$ cat src/rtl/inst_fetch.sv
// inst_fetch: instruction fetch with one outstanding memory request and a 2-entry {pc, inst} buffer.
// Optional IFETCH_MISALIGN_EXC_EN adds misalign_o, flagging a flush to a non-word-aligned target.
module inst_fetch #(
    parameter logic [31:0] RESET_PC = 32'h0000_0000
) (
    input  logic        clk,
    input  logic        rst,
    input  logic        stall_i,
    input  logic        flush_i,
    input  logic [31:0] flush_pc_i,
    output logic        mem_req_o,
    output logic [31:0] mem_addr_o,
    input  logic        mem_ack_i,
    input  logic [31:0] mem_data_i,
    output logic [31:0] pc_o,
    output logic [31:0] inst_o,
    output logic        valid_o
`ifdef IFETCH_MISALIGN_EXC_EN
    ,
    output logic        misalign_o
`endif
);
    typedef enum logic [1:0] {IDLE, BUSY, DRAIN} state_t;
    state_t state, state_nx;
    logic [1:0] occ, occ_nx, wr;
    logic armed, push, pop;
    logic [31:0] pc, pc_nx, addr_nx;
    logic [31:0] e0_pc, e0_inst, e1_pc, e1_inst;
    assign valid_o = occ != 2'd0;
    assign pc_o    = valid_o ? e0_pc : 32'h0;
    assign inst_o  = valid_o ? e0_inst : 32'h0;
    assign pop     = valid_o && !stall_i && !flush_i;
    assign push    = state == BUSY && mem_ack_i && !flush_i;
    // wr is the slot a push lands in once this cycle's pop has shifted the buffer
    assign wr      = occ - {1'b0, pop};
    assign occ_nx  = flush_i ? 2'd0 : wr + {1'b0, push};
    assign pc_nx   = flush_i ? {flush_pc_i[31:2], 2'b00} : push ? pc + 32'd4 : pc;
    assign addr_nx = state_nx == BUSY ? pc_nx : mem_addr_o;
    always_comb begin
        state_nx = state;
        case (state)
            IDLE:    state_nx = ((flush_i || armed) && occ_nx != 2'd2) ? BUSY : IDLE;
            BUSY:    state_nx = mem_ack_i ? (occ_nx != 2'd2 ? BUSY : IDLE) : (flush_i ? DRAIN : BUSY);
            DRAIN:   state_nx = mem_ack_i ? BUSY : DRAIN;
            default: state_nx = IDLE;
        endcase
    end
    // armed holds off the first request by one cycle after reset release
    always_ff @(posedge clk or negedge rst) begin
        if (!rst) begin
            state      <= IDLE;
            armed      <= 1'b0;
            occ        <= 2'd0;
            pc         <= RESET_PC;
            mem_req_o  <= 1'b0;
            mem_addr_o <= RESET_PC;
            e0_pc      <= 32'h0;
            e0_inst    <= 32'h0;
            e1_pc      <= 32'h0;
            e1_inst    <= 32'h0;
        end else begin
            state      <= state_nx;
            armed      <= 1'b1;
            occ        <= occ_nx;
            pc         <= pc_nx;
            mem_req_o  <= state_nx != IDLE;
            mem_addr_o <= addr_nx;
            e0_pc      <= (push && wr == 2'd0) ? mem_addr_o : pop ? e1_pc : e0_pc;
            e0_inst    <= (push && wr == 2'd0) ? mem_data_i : pop ? e1_inst : e0_inst;
            e1_pc      <= (push && wr == 2'd1) ? mem_addr_o : e1_pc;
            e1_inst    <= (push && wr == 2'd1) ? mem_data_i : e1_inst;
        end
    end
`ifdef IFETCH_MISALIGN_EXC_EN
    always_ff @(posedge clk or negedge rst) begin
        if (!rst) misalign_o <= 1'b0;
        else      misalign_o <= flush_i && flush_pc_i[1:0] != 2'b00;
    end
`endif
endmodule

$ cat config.mk
export PLATFORM = sky130hd
export DESIGN_NAME = inst_fetch
export DESIGN_NICKNAME = d
export VERILOG_FILES = /design/src/rtl/inst_fetch.sv
export SDC_FILE = /design/constraint.sdc
export NUM_CORES = 1
export LEC_CHECK = 0
export CORE_MARGIN = 2
export CORE_UTILIZATION = 55
export DETAILED_ROUTE_END_ITERATION = 6
export GPL_TIMING_DRIVEN = 0
export MAX_ROUTING_LAYER = met4
export PLACE_DENSITY = 0.81
export SLEW_MARGIN = 20
export SYNTH_ARGS = -nofsm -noshare
export SYNTH_HDL_FRONTEND = slang
export SYNTH_SLANG_ARGS = --single-unit
$ cat constraint.sdc
create_clock -name clk -period 7.8 [get_ports clk]
set_input_delay 1.56 -clock clk [delete_from_list [all_inputs] [get_ports clk]]
set_output_delay 1.56 -clock clk [all_outputs]
set_load 0.01 [all_outputs]
# Word-level counts from Yosys, hierarchy flattened
# Index checks and enable logic that the tools add are counted.
dict set report word_totals {
  register_bits 198
  inputBits 69
  out_inout_bits 98
  wordCells 48
}
dict set report op_classes {
  addsub 3
  eq_ne 5
  muxes 15
  n_reduce_logical 15
}
# op n
set op_table {}
lappend op_table {{2-to-1 mux 32 bit} 8}
lappend op_table {{adder 32 x 3 -> 32 bit, second input constant} 1}
lappend op_table {{2-to-1 mux 2 bit} 4}
lappend op_table {{logical AND 1 bit} 7}
lappend op_table {{equality test 2 x 1 -> 1 bit, second input constant} 3}
lappend op_table {{one-hot mux 2 bit (3 select lines)} 1}
lappend op_table {{nonzero test 2 bit} 3}
lappend op_table {{logical NOT 2 bit} 2}
lappend op_table {{adder 2 x 1 -> 2 bit} 1}
lappend op_table {{equality test 2 bit, second input constant} 1}
lappend op_table {{logical NOT 1 bit} 2}
lappend op_table {{2-to-1 mux 1 bit} 2}
lappend op_table {{inequality test 2 bit, second input constant} 1}
lappend op_table {{subtractor 2 x 1 -> 2 bit} 1}
lappend op_table {{logical OR 1 bit} 1}

# Logic depth before layout (Yosys ltp)
# Gate-level depths: netlist (run 1).
dict set report depth {
  word_depth 11
  mapped_depth 13
  ltp_nobuf 10
}

# Worst setup path after synthesis (run 1)
# Ideal clock, no wire load.
dict set report synth_path {
  path_kind {in2reg}
  start {input flush_i}
  end {register mem_addr_o[15]}
  setup_time_ps 128
  arrival_ps 4124
  required_time_ps 7672
  slack_ps 3549
  stages 12
  path_buffers 4
  path_cell_list {buf_2 -> or3_1 -> buf_2 -> inv_1 -> ha_1 -> inv_1 -> ha_1 -> o32a_1 -> or3_1 -> buf_2 -> buf_6 -> mux2_1}
}
dict set report synth_via {
  elab_chain_len 10
  word_cells_on_any_way 17
  cone_classes {add/sub (2); eq/ne (2); mux (8); reduce/logical (5)}
}
# element line_no
set synth_lines {}
lappend synth_lines {{from (decl)} 9} ;# input logic flush_i,
lappend synth_lines {{logical NOT 1 bit} {32, 33}}
lappend synth_lines {{logical AND 1 bit} 32} ;# assign pop = valid_o && !stall_i && !flush_i;
lappend synth_lines {{subtractor 2 x 1 -> 2 bit} 35} ;# assign wr = occ - {1'b0, pop};
lappend synth_lines {{adder 2 x 1 -> 2 bit} 36} ;# assign occ_nx = flush_i ? 2'd0 : wr + {1'b0, push};
lappend synth_lines {{2-to-1 mux 2 bit} 36}
lappend synth_lines {{inequality test 2 bit} {42, 43}}
lappend synth_lines {{2-to-1 mux 1 bit or logical AND 1 bit (tied branches)} {43, 42}}
lappend synth_lines {{2-to-1 mux 2 bit or 2-to-1 mux 1 bit (tied branches)} {43, 42}}
lappend synth_lines {{one-hot mux 2 bit (3 select lines)} 41} ;# case (state)
lappend synth_lines {{equality test 2 x 1 -> 1 bit} 38} ;# assign addr_nx = state_nx == BUSY ? pc_nx : mem_addr_o;
lappend synth_lines {{to (signal assigned)} 67} ;# mem_addr_o <= addr_nx;
lappend synth_lines {{to (decl)} 12} ;# output logic [31:0] mem_addr_o,
# Parallel ways exist; a longest one is shown, timed or not.
# A chain may end at the register's enable or synchronous reset.

# Worst setup path in the final report (run 1)
dict set report layout_path {
  start {input flush_i}
  end {register mem_addr_o[13]}
}
# The elaborated chain is that of the path after synthesis.

==> out/qor.csv, run 1 <==
stage,metric,value,unit
clocking,clock edge transition at the registers on the reported setup and hold paths,0.07,ns
pwr,leakage power summed over all cells,5.332,nW
floorplanning,die height,133.5,µm
clocking,latest clock arrival within the worst-skew pair,0.43,ns
global_route,pin count of the biggest net entering global routing,86,
synth,"share of synthesized cell area in and, or, nand and nor gates",15.31,%
synth,synthesized instance count,823,
setup_path,library cell appearing most often on the critical path,sky130_fd_sc_hd__buf_2,
setup_path,cells along the critical path,clkdlybuf4s50_1 > buf_2 > or3_1 > buf_2 > inv_1 > ha_1 > inv_1 > ha_1 > xor2_1 > o32a_1 > or3_1 > buf_2 > buf_6 > mux2_1,
finish,Nets,1080,
timing,RSZ-0062 raised after global routing,false,
synth,adder-cell share of the synthesized area,0.4069,%
timing,ratio of final minimum period to clock period,59.58,%
floorplanning,Die Outline Area,0.01782,mm²
synth,proportion of synthesized area in mux cells,18.77,%
routing,mean routed wirelength per cell,17.39,µm
synth,combinational family with the most area after synthesis,multiplexers,
setup_path,Slowest Stage Delay on Critical Path,0.53,ns
synth,net count after synthesis,895,
setup_path,startpoint type of the worst setup path,primary input,
setup_path,kind of end point of the critical path,register,
finish,Layout fillers,1227,
global_route,gr usage total,25.95,%
synth,Synth cell types,49,
place,routability cong.,0.8390,
timing,"Setup violations, final",0,
place,placed inst area,0.01120,mm²
floorplanning,placement row count,47,
setup_path,critical path class,in -> reg,
floorplanning,starting utilization of the core area,56.02,%
synth,synthesized area per cell,11.21,µm²
global_route,number of global-route vias before repair,6765,
synth,share of the synthesized netlist area taken by xor and xnor gates,1.044,%
floorplanning,core outline area,0.01647,mm²
routing,DR DRC count,0,
floorplanning,I/O Pins,167,
routing,DR vias/cell,5.516,
routing,Detail Route Antenna Nets,0,
synth,proportion of synthesized flip-flops having asynchronous set or reset,100.0,%
clocking,CTS max path bufs,2,
timing,Worst slew margin,50.10,%
pwr,Power per Cell Area,326.5,mW/mm²
run,reported max-cap violation count,0,
global_route,initial antenna violation count,0,
setup_path,critical path buffer and inverter count,7,
global_route,total overflow reported by the global router,0,
clocking,hold_buf cts,0,
synth,number of synthesis warnings,0,
routing,total routed wirelength,21.58,mm
timing,actual transition at the worst max-transition pin,0.7484,ns
setup_path,Top Family by Delay on Critical Path,buffers and inverters,
floorplanning,chip width,133.5,µm
timing,total negative slack for setup checks,0,ns
clocking,H-tree depth,4,
clocking,CTS sink cnt,198,
finish,number of antenna repair diodes,0,
routing,via count,6845,
timing,clock tree skew after final layout,0.007601,ns
global_route,wire length of the first global-routing pass,35.45,mm
timing,Max Transition Viols Final,0,
clocking,clock root buffer,sky130_fd_sc_hd__clkbuf_16,
synth,flip-flop and latch count after synthesis,198,
timing,Fmax achieved,0.2152,GHz
status,result of the run,finished clean,
synth,cell area after synthesis,0.009224,mm²
setup_path,Slowest cell on crit path,sky130_fd_sc_hd__clkdlybuf4s50_1,
finish,Sequential Area,0.004955,mm²
routing,DR iter-0 viols,357,
clocking,clock tree from TritonCTS,built,
timing,Final Critical Period,4.647,ns
finish,layout cells sized above 1,14.50,%
setup_path,Worst Path Required,8.11,ns
finish,final non-filler cell area,0.01181,mm²
setup_path,arrival time reported for the critical path endpoint,4.96,ns
finish,multi-input gate area in the final layout,0.003984,mm²
finish,synthesis-to-layout area growth,28.08,%
clocking,# resized after CTS,0,
synth,proportion of synthesized chip area in sequential cells,53.72,%
clocking,Post-CTS Setup Bufs,0,
clocking,number of buffers inserted during clock tree synthesis,17,
place,number of buffers added on ports,164,
synth,dominant synthesized flop cell,sky130_fd_sc_hd__dfrtp_1,
synth,number of flops mapped to enable cells by yosys,0,
place,estimated wirelength of the detail-placed design,15.05,mm
timing,number of hold violations in the final report,0,
synth,complex-gate fraction of the synthesized area,7.610,%
hold_path,Worst Hold Class,reg -> reg,
routing,Pre-antenna DRT Iters,5,
setup_path,CP max FO,10,
pwr,highest ir drop seen on vdd,0.1752,mV
through the flow:
| step | std cells | utilization (%) | hold slack (ns) | power, mW | setup WS [ns] |
|---|---|---|---|---|---|
| 2_1_floorplan | 823 | - | 0.4690 | 2.357 | 3.549 |
| 3_3_place_gp | 1207 | 67.66 | 0.4878 | 2.898 | -3.048 |
| 3_5_place_dp | 1209 | 68.02 | 0.4952 | 2.960 | 2.700 |
| 4_1_cts | 1241 | 71.75 | 0.5107 | 3.886 | 3.153 |
| 5_1_grt | 1241 | 71.75 | 0.5203 | 4.091 | 2.966 |
| 6_report | 1241 | 71.75 | 0.5079 | 3.857 | 3.153 |
worst paths after layout:
path / slack [ns] / to / depth (start not counted) / start
setup / recovery: 3.15 / mem_addr_o[13]$_DFFE_PN0N_ / 14 / flush_i
hold / removal: 0.51 / e1_pc[2]$_DFFE_PN0P_ / 1 / e1_pc[2]$_DFFE_PN0P_
setup reg to reg: 4.55 / mem_addr_o[13]$_DFFE_PN0N_ / 13 / occ[1]$_DFF_PN0_
hold reg to reg: 0.51 / e1_pc[2]$_DFFE_PN0P_ / 1 / e1_pc[2]$_DFFE_PN0P_
max in group asynchronous: 6.07 / pc[4]$_DFF_PN0_ / 2 / rst
min in group asynchronous: 1.00 / e0_inst[10]$_DFFE_PN0P_ / 1 / rst
cell usage in the layout (no fill, tap or decap), types with 4 or more instances in the layout:
cell type,instances
sky130_fd_sc_hd__dfrtp_1,198
sky130_fd_sc_hd__clkdlybuf4s50_1,163
sky130_fd_sc_hd__nand2_1,95
sky130_fd_sc_hd__mux2_2,90
sky130_fd_sc_hd__o21ai_0,77
sky130_fd_sc_hd__and2_1,71
sky130_fd_sc_hd__mux2i_1,65
sky130_fd_sc_hd__clkbuf_1,29
sky130_fd_sc_hd__nor2_1,20
sky130_fd_sc_hd__nand3_1,17
sky130_fd_sc_hd__clkbuf_16,17
sky130_fd_sc_hd__buf_2,15
sky130_fd_sc_hd__inv_1,11
sky130_fd_sc_hd__nand4_1,11
sky130_fd_sc_hd__buf_1,9
sky130_fd_sc_hd__a21oi_1,7
sky130_fd_sc_hd__nor3_1,7
sky130_fd_sc_hd__a31oi_1,7
sky130_fd_sc_hd__xor2_1,6
sky130_fd_sc_hd__or4_1,6
sky130_fd_sc_hd__nor4_1,6
sky130_fd_sc_hd__mux2_1,6
sky130_fd_sc_hd__inv_6,6
sky130_fd_sc_hd__or3_1,5
sky130_fd_sc_hd__xnor2_1,5
sky130_fd_sc_hd__and3_1,5
sky130_fd_sc_hd__o211ai_1,5
sky130_fd_sc_hd__a221o_1,5
sky130_fd_sc_hd__nand2b_1,4
sky130_fd_sc_hd__o31ai_1,4
flip-flops by register name (all words and copies together) (netlist names):
| signal | count |
|---|---|
| occ | 2 |
| state | 2 |
| e1_pc | 32 |
| armed | 1 |
| mem_req_o | 1 |
| e0_pc | 32 |
| pc | 32 |
| e0_inst | 32 |
| mem_addr_o | 32 |
| e1_inst | 32 |
worst register-to-register path, cell delays in order, from the launching register on:
cell                      delay, ns
sky130_fd_sc_hd__dfrtp_1       0.39
sky130_fd_sc_hd__nor2_1        0.14
sky130_fd_sc_hd__or3_1         0.11
sky130_fd_sc_hd__buf_2         0.26
sky130_fd_sc_hd__inv_1         0.16
sky130_fd_sc_hd__ha_1          0.32
sky130_fd_sc_hd__inv_1         0.05
sky130_fd_sc_hd__ha_1          0.18
sky130_fd_sc_hd__xor2_1        0.17
sky130_fd_sc_hd__o32a_1        0.30
sky130_fd_sc_hd__or3_1         0.35
sky130_fd_sc_hd__buf_2         0.20
sky130_fd_sc_hd__buf_6         0.17
sky130_fd_sc_hd__mux2_1        0.32
cell usage after synthesis, types with 6 or more instances:
cell type	number	area, µm²
sky130_fd_sc_hd__buf_1	9	33.78
sky130_fd_sc_hd__nand2_1	95	356.6
sky130_fd_sc_hd__mux2i_1	65	650.6
sky130_fd_sc_hd__nor3_1	7	35.03
sky130_fd_sc_hd__mux2_2	90	1013
sky130_fd_sc_hd__nor2_1	20	75.07
sky130_fd_sc_hd__nand3_1	17	85.08
sky130_fd_sc_hd__o21ai_0	77	385.4
sky130_fd_sc_hd__buf_2	15	75.07
sky130_fd_sc_hd__mux2_1	6	67.56
sky130_fd_sc_hd__and2_1	71	444.2
sky130_fd_sc_hd__inv_1	11	41.29
sky130_fd_sc_hd__nand4_1	11	68.82
sky130_fd_sc_hd__nor4_1	6	37.54
sky130_fd_sc_hd__a31oi_1	7	43.79
sky130_fd_sc_hd__a21oi_1	7	35.03
sky130_fd_sc_hd__or4_1	6	45.04
sky130_fd_sc_hd__xor2_1	6	52.55
sky130_fd_sc_hd__clkbuf_1	27	101.4
sky130_fd_sc_hd__dfrtp_1	198	4955
cell type report:
type | instances | share of cell area, %
inverter | 11 | 0.3495
buffer | 54 | 2.065
tap | 220 | 2.330
timing repair buffer | 166 | 14.40
sequential | 198 | 41.94
clock inverter | 12 | 1.409
multi-input combinational | 560 | 33.72
clock buffer | 20 | 3.781
where the power goes:
group	switching (mW)	total [mW]	internal [mW]
Sequential	0.265	1.68	1.41
Clock	0.398	0.919	0.521
Combinational	0.555	1.26	0.704
per-layer routing:
layer  track usage, %  vias up  routed length [µm]
met1            35.06     3383                9961
li1                 -     3261                   -
met2            40.98      176               10470
met4            7.683        0                 314
met3            4.186       25                 834
met5                -        -                   0
cells by family after synthesis:
| group | after synthesis |
|---|---|
| mux | 161 |
| compound gates | 118 |
| flops | 198 |
| buf+inv | 65 |
| xor+xnor | 11 |
| simple gates | 266 |
| other cells | 1 |
| fa+ha+maj | 3 |
Note: power is estimated with default switching activity, not from simulation.
==> run 2: changes to the inputs <==
--- a/config.mk
+++ b/config.mk
@@ -6,11 +6,11 @@
 export NUM_CORES = 1
 export LEC_CHECK = 0
 export CORE_MARGIN = 2
-export CORE_UTILIZATION = 55
+export CORE_UTILIZATION = 48
 export DETAILED_ROUTE_END_ITERATION = 6
 export GPL_TIMING_DRIVEN = 0
 export MAX_ROUTING_LAYER = met4
-export PLACE_DENSITY = 0.81
+export PLACE_DENSITY = 0.75
 export SLEW_MARGIN = 20
 export SYNTH_ARGS = -nofsm -noshare
 export SYNTH_HDL_FRONTEND = slang
==> constraint.sdc (replaced) <==
create_clock -name clk -period 3.8 [get_ports clk]
set_input_delay 0.76 -clock clk [delete_from_list [all_inputs] [get_ports clk]]
set_output_delay 0.76 -clock clk [all_outputs]
set_load 0.01 [all_outputs]
==> run 2 against run 1 <==
Clock power grew 110%. Register-to-register slack lost 3.9 ns. Final cell count grew 1.1%. Flip-flop and latch count is the same. Largest power group unchanged.
==> out/qor.csv, run 2 (synthesized netlist as in run 1, its figures left out) <==
stage,metric,value,unit,change
setup_path,Slowest cell on crit path,sky130_fd_sc_hd__clkdlybuf4s50_1,,unchanged
clocking,CTS max path bufs,2,,unchanged
pwr,highest ir drop seen on vdd,0.3442,mV,was 0.1752 mV
pwr,Net Switching,2.532,mW,was 1.218 mW
routing,length of routed wiring on met1,10.19,mm,was 9.961 mm
timing,ratio of final minimum period to clock period,90.32,%,
floorplanning,die height,142.6,µm,was 133.5 µm
pwr,part of the power in the clock network,24.2,%,was 23.8%
pwr,combinational group share of total power,32.6,%,about the same
timing,clock tree skew after final layout,0.01310,ns,was 0.007601 ns
routing,DR DRC count,0,,unchanged
timing,worst-case hold slack,0.2301,ns,was 0.5079 ns
pwr,Power per Cell Area,671.2,mW/mm²,was 326.5 mW/mm²
run,reported max-cap violation count,0,,unchanged
place,number of buffers added on ports,164,,unchanged
finish,Nets,1079,,was 1080
clocking,clock tree from TritonCTS,built,,unchanged
pwr,leakage power summed over all cells,5.352,nW,was 5.332 nW
floorplanning,chip width,142.6,µm,was 133.5 µm
routing,Detail Route Antenna Nets,0,,unchanged
timing,Fmax achieved,0.2914,GHz,
timing,Worst slew margin,45.55,%,was 50.10%
finish,layout cells sized above 1,14.90,%,was 14.50%
setup_path,critical path class,in -> reg,,unchanged
routing,total routed wirelength,22.18,mm,was 21.58 mm
clocking,# resized after CTS,2,,was 0
timing,Final Critical Period,3.432,ns,
global_route,total overflow reported by the global router,0,,unchanged
place,placed inst area,0.01122,mm²,was 0.01120 mm²
routing,DR iter-0 viols,396,,was 357
global_route,initial antenna violation count,1,,was 0
setup_path,"setup slack, reg-to-reg",0.68,ns,was 4.55 ns
clocking,clock edge transition at the registers on the reported setup and hold paths,0.08,ns,was 0.07 ns
place,routability cong.,0.9152,,was 0.8390
floorplanning,Die Outline Area,0.02034,mm²,was 0.01782 mm²
pwr,proportion of total power due to net switching,31.82,%,was 31.58%
routing,Pre-antenna DRT Iters,5,,unchanged
clocking,CTS sink cnt,198,,unchanged
floorplanning,starting utilization of the core area,49.15,%,was 56.02%
status,result of the run,finished clean,,unchanged
setup_path,Worst Path Required,4.11,ns,was 8.11 ns
place,estimated wirelength of the detail-placed design,15.44,mm,was 15.05 mm
timing,RSZ-0062 raised after global routing,false,,unchanged
setup_path,CP max FO,10,,unchanged
floorplanning,I/O Pins,167,,unchanged
clocking,clock root buffer,sky130_fd_sc_hd__clkbuf_16,,unchanged
global_route,wire length of the first global-routing pass,36.41,mm,was 35.45 mm
pwr,sequential power share,43.2,%,was 43.5%
finish,"most common cell after layout, fill and taps aside",sky130_fd_sc_hd__dfrtp_1,,unchanged
floorplanning,placement row count,50,,was 47
setup_path,arrival time reported for the critical path endpoint,3.74,ns,was 4.96 ns
routing,mean routed wirelength per cell,17.67,µm,was 17.39 µm
timing,actual transition at the worst max-transition pin,0.8167,ns,was 0.7484 ns
routing,via count,6926,,was 6845
setup_path,timing startpoint of the critical path,stall_i,,was flush_i
finish,"commonest cells after routing, fill and taps aside","198 x sky130_fd_sc_hd__dfrtp_1, 162 x sky130_fd_sc_hd__clkdlybuf4s50_1, 95 x sky130_fd_sc_hd__nand2_1, 90 x sky130_fd_sc_hd__mux2_2, 77 x sky130_fd_sc_hd__o21ai_0",,"was 198 x sky130_fd_sc_hd__dfrtp_1, 163 x sky130_fd_sc_hd__clkdlybuf4s50_1, 95 x sky130_fd_sc_hd__nand2_1, 90 x sky130_fd_sc_hd__mux2_2, 77 x sky130_fd_sc_hd__o21ai_0"
pwr,Final Total Pwr,7.958,mW,was 3.857 mW
setup_path,cells along the critical path,clkdlybuf4s50_1 > or3_1 > buf_4 > inv_2 > ha_1 > inv_1 > ha_1 > o32a_1 > or3_1 > buf_2 > buf_6 > mux2_1,,was clkdlybuf4s50_1 > buf_2 > or3_1 > buf_2 > inv_1 > ha_1 > inv_1 > ha_1 > xor2_1 > o32a_1 > or3_1 > buf_2 > buf_6 > mux2_1
finish,multi-input gate area in the final layout,0.003984,mm²,unchanged
finish,Sequential Area,0.004955,mm²,unchanged
timing,Max Transition Viols Final,0,,unchanged
routing,DR vias/cell,5.519,,was 5.516
setup_path,kind of end point of the critical path,register,,unchanged
routing,met2 routed WL,10.49,mm,was 10.47 mm
clocking,Post-CTS Setup Bufs,0,,unchanged
routing,total met3 wirelength after detailed routing,1.159,mm,was 834 µm
clocking,number of buffers inserted during clock tree synthesis,17,,unchanged
setup_path,Slowest Stage Delay on Critical Path,0.39,ns,was 0.53 ns
setup_path,FF-to-FF Start,occ[1]$_DFF_PN0_,,unchanged
finish,synthesis-to-layout area growth,28.53,%,was 28.08%
clocking,H-tree depth,4,,unchanged
timing,"Setup violations, final",0,,unchanged
setup_path,startpoint type of the worst setup path,primary input,,unchanged
hold_path,Worst Hold Class,in -> async,,was reg -> reg
floorplanning,core outline area,0.01877,mm²,was 0.01647 mm²
clocking,latest clock arrival within the worst-skew pair,0.43,ns,about the same
global_route,pin count of the biggest net entering global routing,85,,was 86
global_route,gr usage total,23.44,%,was 25.95%
finish,Layout fillers,1518,,was 1227
timing,number of hold violations in the final report,0,,unchanged
clocking,hold_buf cts,0,,unchanged
finish,final non-filler cell area,0.01186,mm²,was 0.01181 mm²
pwr,Internal Power,5.425,mW,was 2.639 mW
global_route,number of global-route vias before repair,7000,,was 6765
routing,uppermost metal layer occupied by signal nets,met4,,unchanged
[run 2: layout make-up]
type	instances	share of cell area, %
plain buffers	53	2.111
well taps	234	2.470
diodes	1	0.02111
clock inverters	14	1.573
flip-flops and latches	198	41.79
repair buffers	166	14.37
multi-input cells	560	33.60
clock buffers	18	3.704
inverters	11	0.3483
[run 2: path summary, 6_finish.rpt]
kind,end,cells after the start
max,mem_addr_o[21]$_DFFE_PN0N_,12
min,e0_pc[7]$_DFFE_PN0P_,1
max reg2reg,mem_addr_o[21]$_DFFE_PN0N_,13
min reg2reg,e1_pc[4]$_DFFE_PN0P_,1
max in group asynchronous,mem_addr_o[28]$_DFFE_PN0N_,2
min in group clk,e1_pc[4]$_DFFE_PN0P_,1
[run 2: per-stage QoR]
| step | instances | setup WS, ns | utilization, % | TNS [ns] |
|---|---|---|---|---|
| after CTS | 1254 | 0.01091 | 63.10 | 0 |
| final | 1255 | 0.3680 | 63.17 | 0 |
| after detailed placement | 1223 | -0.6059 | 59.77 | -65.43 |
| after global routing | 1255 | 0.2308 | 63.17 | 0 |
| after global placement | 1221 | -6.267 | 59.45 | -1292.17 |
| after floorplan | 823 | 0.3489 | - | 0 |
[run 2: routing by layer]
metal	GRT usage, %	vias up
met4	6.410	0
met3	3.756	25
met2	37.32	217
met1	31.53	3428
li1	-	3256
met5	-	-
[run 2: power groups by stage]
stage,clock (mW),combinational [mW],sequential [mW]
after floorplan,0,1.46,3.38
after global placement,0,2.53,3.45
after detailed placement,0,2.62,3.47
after CTS,1.95,2.63,3.44
after global routing,2.04,2.85,3.57
final,1.92,2.59,3.44
[run 2: worst max-delay path, delay by kind of cell]
| kind | cells | cell delay [ns] |
|---|---|---|
| fa+ha+maj | 2 | 0.48 |
| buf+inv | 6 | 1.15 |
| simple gates | 2 | 0.69 |
| mux | 1 | 0.32 |
| compound gates | 1 | 0.34 |
